[src/rtl/mem_arb_pkg.sv]
// -----------------------------------------------------------------------------
// mem_arb_pkg
//
// Shared types for the instruction/data memory port arbiter.
//   arb_state_t : arbiter transaction state (IDLE, REQ, WAIT)
//   owner_t     : which core port owns the memory (INSTR=0, DATA=1)
//   other_owner : returns the opposite requester, used by round-robin tie break
// Configuration macro: ARB_RR_EN (round-robin tie break, see arb_prio_sel).
// -----------------------------------------------------------------------------
package mem_arb_pkg;

  typedef enum logic [1:0] {
    ST_IDLE = 2'd0,  // no transaction, winner chosen combinationally
    ST_REQ  = 2'd1,  // request presented, owner locked, awaiting mem_gnt
    ST_WAIT = 2'd2   // request granted, awaiting mem_r_valid
  } arb_state_t;

  typedef enum logic {
    OWN_INSTR = 1'b0,
    OWN_DATA  = 1'b1
  } owner_t;

  function automatic owner_t other_owner(input owner_t o);
    return (o == OWN_INSTR) ? OWN_DATA : OWN_INSTR;
  endfunction

endpackage

[src/rtl/arb_prio_sel.sv]
// -----------------------------------------------------------------------------
// arb_prio_sel
//
// Combinational two-way selector between the instruction and data requesters.
// A lone requester always wins. On a tie:
//   ARB_RR_EN defined   : the requester that did not own the last completed
//                         transaction wins.
//   ARB_RR_EN undefined : data wins; last_owner is not used.
// With neither request active the output defaults to OWN_INSTR (don't care).
//
// Ports:
//   instr_req  in   instruction-fetch request
//   data_req   in   load/store request
//   last_owner in   owner of the most recently completed transaction
//   winner     out  selected requester
// -----------------------------------------------------------------------------
module arb_prio_sel
  import mem_arb_pkg::*;
(
  input  logic   instr_req,
  input  logic   data_req,
  input  owner_t last_owner,
  output owner_t winner
);

  always_comb begin
    winner = OWN_INSTR;
    if (instr_req && data_req) begin
`ifdef ARB_RR_EN
      winner = other_owner(last_owner);
`else
      winner = OWN_DATA;
`endif
    end else if (data_req) begin
      winner = OWN_DATA;
    end
  end

`ifndef ARB_RR_EN
  // Fixed priority ignores history; keep the port so both builds share a shape.
  logic unused_last_owner;
  assign unused_last_owner = last_owner;
`endif

endmodule

[src/rtl/mem_port_arbiter.sv]
// -----------------------------------------------------------------------------
// mem_port_arbiter
//
// Shares one single-ported memory between the instruction-fetch port and the
// data (load/store) port. The selected requester is locked for the whole
// transaction (request through response) and the response is routed back to
// it. Grants and response valids are combinational pass-throughs, so a
// granted request sees no added latency. At most one transaction is
// outstanding; a response in WAIT returns to IDLE, so the next request is
// presented one cycle later.
//
// Configuration macro: ARB_RR_EN -- round-robin tie break instead of the
// default fixed priority (data wins ties). Without it no last_owner register
// exists.
//
// Handshake semantics (all ports): a requester raises *_req with stable
// address/control and holds it until the cycle in which *_gnt is high; that
// cycle is the acceptance. Exactly one *_r_valid pulse follows each accepted
// request (writes included). The memory side obeys the same rules with
// mem_req/mem_gnt/mem_r_valid.
//
// Ports:
//   CLK, RES                       clock, asynchronous active-high reset
//   instr_req/addr                 fetch request in
//   instr_gnt/r_valid/rdata        fetch handshake out
//   data_req/addr/we/be/wdata      load/store request in
//   data_gnt/r_valid/rdata         load/store handshake out
//   mem_req/addr/we/be/wdata       memory request out
//   mem_gnt/r_valid/rdata          memory handshake in
//   spurious_rvalid                sticky: mem_r_valid seen outside WAIT
//   dbg_state                      current arbiter state
// -----------------------------------------------------------------------------
module mem_port_arbiter
  import mem_arb_pkg::*;
#(
  parameter int ADDR_W = 32,
  parameter int DATA_W = 32
) (
  input  logic                CLK,
  input  logic                RES,
  // instruction port
  input  logic                instr_req,
  input  logic [ADDR_W-1:0]   instr_addr,
  output logic                instr_gnt,
  output logic                instr_r_valid,
  output logic [DATA_W-1:0]   instr_rdata,
  // data port
  input  logic                data_req,
  input  logic [ADDR_W-1:0]   data_addr,
  input  logic                data_we,
  input  logic [DATA_W/8-1:0] data_be,
  input  logic [DATA_W-1:0]   data_wdata,
  output logic                data_gnt,
  output logic                data_r_valid,
  output logic [DATA_W-1:0]   data_rdata,
  // memory port
  output logic                mem_req,
  output logic [ADDR_W-1:0]   mem_addr,
  output logic                mem_we,
  output logic [DATA_W/8-1:0] mem_be,
  output logic [DATA_W-1:0]   mem_wdata,
  input  logic                mem_gnt,
  input  logic                mem_r_valid,
  input  logic [DATA_W-1:0]   mem_rdata,
  // status / debug
  output logic                spurious_rvalid,
  output arb_state_t          dbg_state
);

  arb_state_t state_q;
  owner_t     owner_q;
  owner_t     last_owner;
  owner_t     winner;
  owner_t     sel_owner;
  logic       spurious_q;
  logic       any_req;
  logic       owner_req;
  logic       present;
  logic       resp;

`ifdef ARB_RR_EN
  owner_t last_owner_q;
  assign last_owner = last_owner_q;
`else
  assign last_owner = OWN_INSTR;
`endif

  arb_prio_sel u_sel (
    .instr_req  (instr_req),
    .data_req   (data_req),
    .last_owner (last_owner),
    .winner     (winner)
  );

  // Request path: IDLE presents the fresh winner, REQ only the locked owner.
  always_comb begin
    any_req   = instr_req | data_req;
    owner_req = (owner_q == OWN_DATA) ? data_req : instr_req;
    sel_owner = (state_q == ST_IDLE) ? winner : owner_q;
    present   = 1'b0;
    case (state_q)
      ST_IDLE: present = any_req;
      ST_REQ:  present = owner_req;
      default: present = 1'b0;
    endcase
    // State already reads IDLE under reset; also suppress the live request.
    if (RES) present = 1'b0;
  end

  assign mem_req   = present;
  assign mem_addr  = (sel_owner == OWN_DATA) ? data_addr  : instr_addr;
  assign mem_we    = (sel_owner == OWN_DATA) ? data_we    : 1'b0;
  assign mem_be    = (sel_owner == OWN_DATA) ? data_be    : '1;
  assign mem_wdata = (sel_owner == OWN_DATA) ? data_wdata : '0;

  assign instr_gnt = present & mem_gnt & (sel_owner == OWN_INSTR);
  assign data_gnt  = present & mem_gnt & (sel_owner == OWN_DATA);

  // Response path: only a response in WAIT belongs to a transaction.
  assign resp          = (state_q == ST_WAIT) & mem_r_valid & ~RES;
  assign instr_r_valid = resp & (owner_q == OWN_INSTR);
  assign data_r_valid  = resp & (owner_q == OWN_DATA);
  assign instr_rdata   = mem_rdata;
  assign data_rdata    = mem_rdata;

  assign spurious_rvalid = spurious_q;
  assign dbg_state       = state_q;

  always_ff @(posedge CLK or posedge RES) begin
    if (RES) begin
      state_q    <= ST_IDLE;
      owner_q    <= OWN_INSTR;
      spurious_q <= 1'b0;
`ifdef ARB_RR_EN
      last_owner_q <= OWN_INSTR;
`endif
    end else begin
      if (mem_r_valid && (state_q != ST_WAIT)) spurious_q <= 1'b1;
      case (state_q)
        ST_IDLE: begin
          if (any_req) begin
            owner_q <= winner;
            state_q <= mem_gnt ? ST_WAIT : ST_REQ;
          end
        end
        ST_REQ: begin
          // Owner withdrawing its request abandons the attempt.
          if (!owner_req)   state_q <= ST_IDLE;
          else if (mem_gnt) state_q <= ST_WAIT;
        end
        ST_WAIT: begin
          if (mem_r_valid) begin
            state_q <= ST_IDLE;
`ifdef ARB_RR_EN
            last_owner_q <= owner_q;
`endif
          end
        end
        default: state_q <= ST_IDLE;
      endcase
    end
  end

endmodule

[config.mk]
export PLATFORM = sky130hd
export DESIGN_NAME = mem_port_arbiter
export DESIGN_NICKNAME = d
export VERILOG_FILES = /design/src/rtl/mem_arb_pkg.sv /design/src/rtl/arb_prio_sel.sv /design/src/rtl/mem_port_arbiter.sv
export SDC_FILE = /design/constraint.sdc
export NUM_CORES = 1
export LEC_CHECK = 0
export CAP_MARGIN = 10
export CORE_AREA = 2 2 109 111
export DETAILED_ROUTE_END_ITERATION = 12
export DIE_AREA = 0 0 111 113
export GPL_TIMING_DRIVEN = 0
export HOLD_SLACK_MARGIN = 0.08
export SLEW_MARGIN = 20
export SYNTH_ARGS = -nofsm -noshare
export SYNTH_HDL_FRONTEND = slang
export SYNTH_HIERARCHICAL = 1
export SYNTH_SLANG_ARGS = --single-unit
[constraint.sdc]
create_clock -name CLK -period 2.8 [get_ports CLK]
set_input_delay 0.56 -clock CLK [delete_from_list [all_inputs] [get_ports CLK]]
set_output_delay 0.56 -clock CLK [all_outputs]
set_load 0.01 [all_outputs]
==> metrics.log <==
INFO  metric fp-row-count = 39
INFO  metric clkLatencyLatePin = 0.22 ns
INFO  metric worst_path_max_stage_delay = 0.30 ns
INFO  metric met2_length = 3890 µm
INFO  metric tritoncts = built
INFO  metric dp_cells = 556
INFO  metric r2r_cells = 2
INFO  metric r2r_slack = 1.62 ns
INFO  metric top_layer = met4
INFO  metric result_of_the_run = complete, no violations
INFO  metric critical_path_arrival = 2.15 ns
INFO  metric wl_met3 = 748 µm
INFO  metric max_slew_margin = 81.4%
INFO  metric floorplan.initialDensity = 13.4%
INFO  metric net_switching_power = 647 µW
INFO  metric tightest_slew = 0.275 ns
INFO  metric cts-root-buf = sky130_fd_sc_hd__clkbuf_16
INFO  metric gp_weighted_congestion = 0.827
INFO  metric syn-mean-instance-area = 9.12 µm²
INFO  metric hp-class = reg -> reg
INFO  metric worst_ep_required_time = 2.24 ns
INFO  metric stdcell_count = 563
INFO  metric layout.cells.most_common_list = sky130_fd_sc_hd__clkdlybuf4s50_1 (208), sky130_fd_sc_hd__buf_4 (66), sky130_fd_sc_hd__mux2_4 (30)
INFO  metric cts.sinks = 4
INFO  metric clockBufferDepth = 2
INFO  metric setup_viol = 0
INFO  metric grt_overflow = 0
INFO  metric diodes = 0
INFO  metric grt_first_pass_wirelength = 10200 µm
INFO  metric first_global_vias = 2038
INFO  metric synth-warning-count = 6
INFO  metric crit-reg2reg-capture = dbg_state[1]$_DFFE_PP0P_
INFO  metric portion_of_total_power_attributed_to_sequential_cells = 4.7%
INFO  metric groute.usage.overall = 10.1%
INFO  metric finalMaxSlewViolations = 0
INFO  metric power.density = 443 mW/mm²
INFO  metric post_dr_wirelength_cell = 12.9 µm
INFO  metric finalInstanceArea = 0.00436 mm²
INFO  metric most_common_library_cell_in_the_layout_ignoring_fill_and_taps = sky130_fd_sc_hd__clkdlybuf4s50_1
INFO  metric dp.final_hpwl = 6350 µm
INFO  metric drtIter0Drc = 31
INFO  metric vdd.ir_drop.worst = 0.218 mV
INFO  metric share_of_cells_above_drive_strength_1 = 29.0%
INFO  metric cellInternalPower = 1280 µW
INFO  metric power.clock.fraction = 11.5%
INFO  metric post_synth_instance_area = 0.00151 mm²
INFO  metric average_vias_per_placed_instance = 3.61
INFO  metric grt_antenna_before_repair = 0
INFO  metric io_pins = 280
INFO  metric period_utilization = 96.8%
INFO  metric rsz0062_at_grt = false
INFO  metric crit_path_max_fanout = 6
INFO  metric detail_route.wirelength.met1 = 2560 µm
INFO  metric timing.max_cap.violations = 0
INFO  metric min_to = spurious_rvalid$_DFFE_PP0P_
INFO  metric path_class = in -> out
INFO  metric detailroute.via_count = 2034
INFO  metric finalWirelength = 7260 µm
INFO  metric switching_share = 33.5%
INFO  metric number_of_instances_in_the_synthesized_netlist = 166
INFO  metric timing.critical_path.mode_cell = sky130_fd_sc_hd__dlygate4sd2_1
INFO  metric final_net_count = 561
INFO  metric min_from = spurious_rvalid$_DFFE_PP0P_
INFO  metric tritoncts.num_buffers = 3
INFO  metric power_frac_comb = 83.8%
INFO  metric path_cells = dlygate4sd2_1 > clkbuf_2 > mux2i_4 > buf_4 > buf_12 > buf_6 > mux2_4 > dlygate4sd2_1
INFO  metric hold_path_depth = 1
INFO  metric drc_errors = 0
INFO  metric fp.dieArea = 0.0125 mm²
INFO  metric clock-skew-final = 0.000522 ns
INFO  metric detailedRoute.firstPassIterationCount = 4
INFO  metric die_w = 111 µm
INFO  metric grt_max_degree = 11
INFO  metric core-area = 0.0113 mm²
INFO  metric cts.htree.levels = 1
INFO  metric leakage_power = 0.00213 µW
INFO  metric syn_nets = 305
INFO  metric drt.antenna.violating_nets = 0
INFO  metric critPathLaunchType = primary input
INFO  metric timing.rr.start = dbg_state[0]$_DFFE_PP0P_
INFO  metric cp_slowest_cell = sky130_fd_sc_hd__mux2_4
INFO  metric areaGrowthSynthToFinish = 188%
INFO  metric final_hold_violations = 0
INFO  metric placedInstanceArea = 0.00417 mm²
INFO  metric crit_path_end_kind = output pin
INFO  metric fin_ws = 0.0897 ns
INFO  metric numPortBuffers = 247
INFO  metric holdBufCountCts = 0
INFO  metric finalCriticalPeriod = 2.71 ns
INFO  metric worst_setup_hold_path_clk_slew = 0.03 ns
INFO  metric fp.dieH = 113 µm
INFO  metric dp_slack = -0.466 ns
INFO  metric clock.fmax = 369 MHz
[routing by layer]
layer  vias up  track usage (%)
met4         0             2.25
met1       889             10.6
met2       158             20.1
met5         -                0
met3         4             2.73
li1        983                -
[worst max path at each step]
stage	start	to	slack, ns	cells after the start
after CTS	data_req	mem_addr[20]	0.0002	7
after floorplan	dbg_state[1]$_DFFE_PP0P_	mem_addr[0]	0.74	4
final	data_req	mem_addr[6]	0.09	8
after detailed placement	data_req	mem_addr[8]	-0.47	6
after global placement	data_req	mem_addr[5]	-0.45	6
after global routing	data_req	mem_addr[6]	0.01	8
[area by class of cell]
cell class / instances / area, µm²
clock buffers: 3 / 75.1
fillers: 1082 / 6910
plain buffers: 70 / 542
inverters: 2 / 7.51
well taps: 143 / 179
repair buffers: 253 / 2590
multi-input cells: 88 / 866
flip-flops and latches: 4 / 100
[power groups by stage]
stage / registers [µW] / logic, µW / clock network, µW
finish: 90.7 / 1620 / 222
global route: 93.6 / 1720 / 229
CTS: 90.4 / 1670 / 227
detailed placement: 91.1 / 1610 / 0
global placement: 90.2 / 1600 / 0
floorplan: 90.4 / 779 / 0
[critical path, delay by kind of cell]
family                 cells  cell delay [ns]
buffers and inverters      6             1.10
muxes                      2             0.48
[metrics by stage]
| stage | hold WS, ns | utilization (%) | setup TNS, ns | total power [µW] |
|---|---|---|---|---|
| 2_1_floorplan | 0.326 | - | 0 | 869 |
| 3_3_place_gp | 0.451 | 37.0 | -23.60 | 1690 |
| 3_5_place_dp | 0.471 | 37.0 | -24.20 | 1700 |
| 4_1_cts | 0.478 | 38.1 | 0 | 1990 |
| 5_1_grt | 0.486 | 38.7 | 0 | 2040 |
| 6_report | 0.474 | 38.7 | 0 | 1930 |
[flip-flops by register name, indices dropped and copies added, names as in the netlist]
| register | cells |
|---|---|
| spurious_rvalid | 1 |
| owner_q | 1 |
| dbg_state | 2 |
[timing repair]
action | in CTS | in global routing
gates resized for setup | 23 | 31
setup buffers | 6 | 0
endpoints found under the setup margin | 71 | 32
Note: power is estimated with default switching activity, not from simulation.
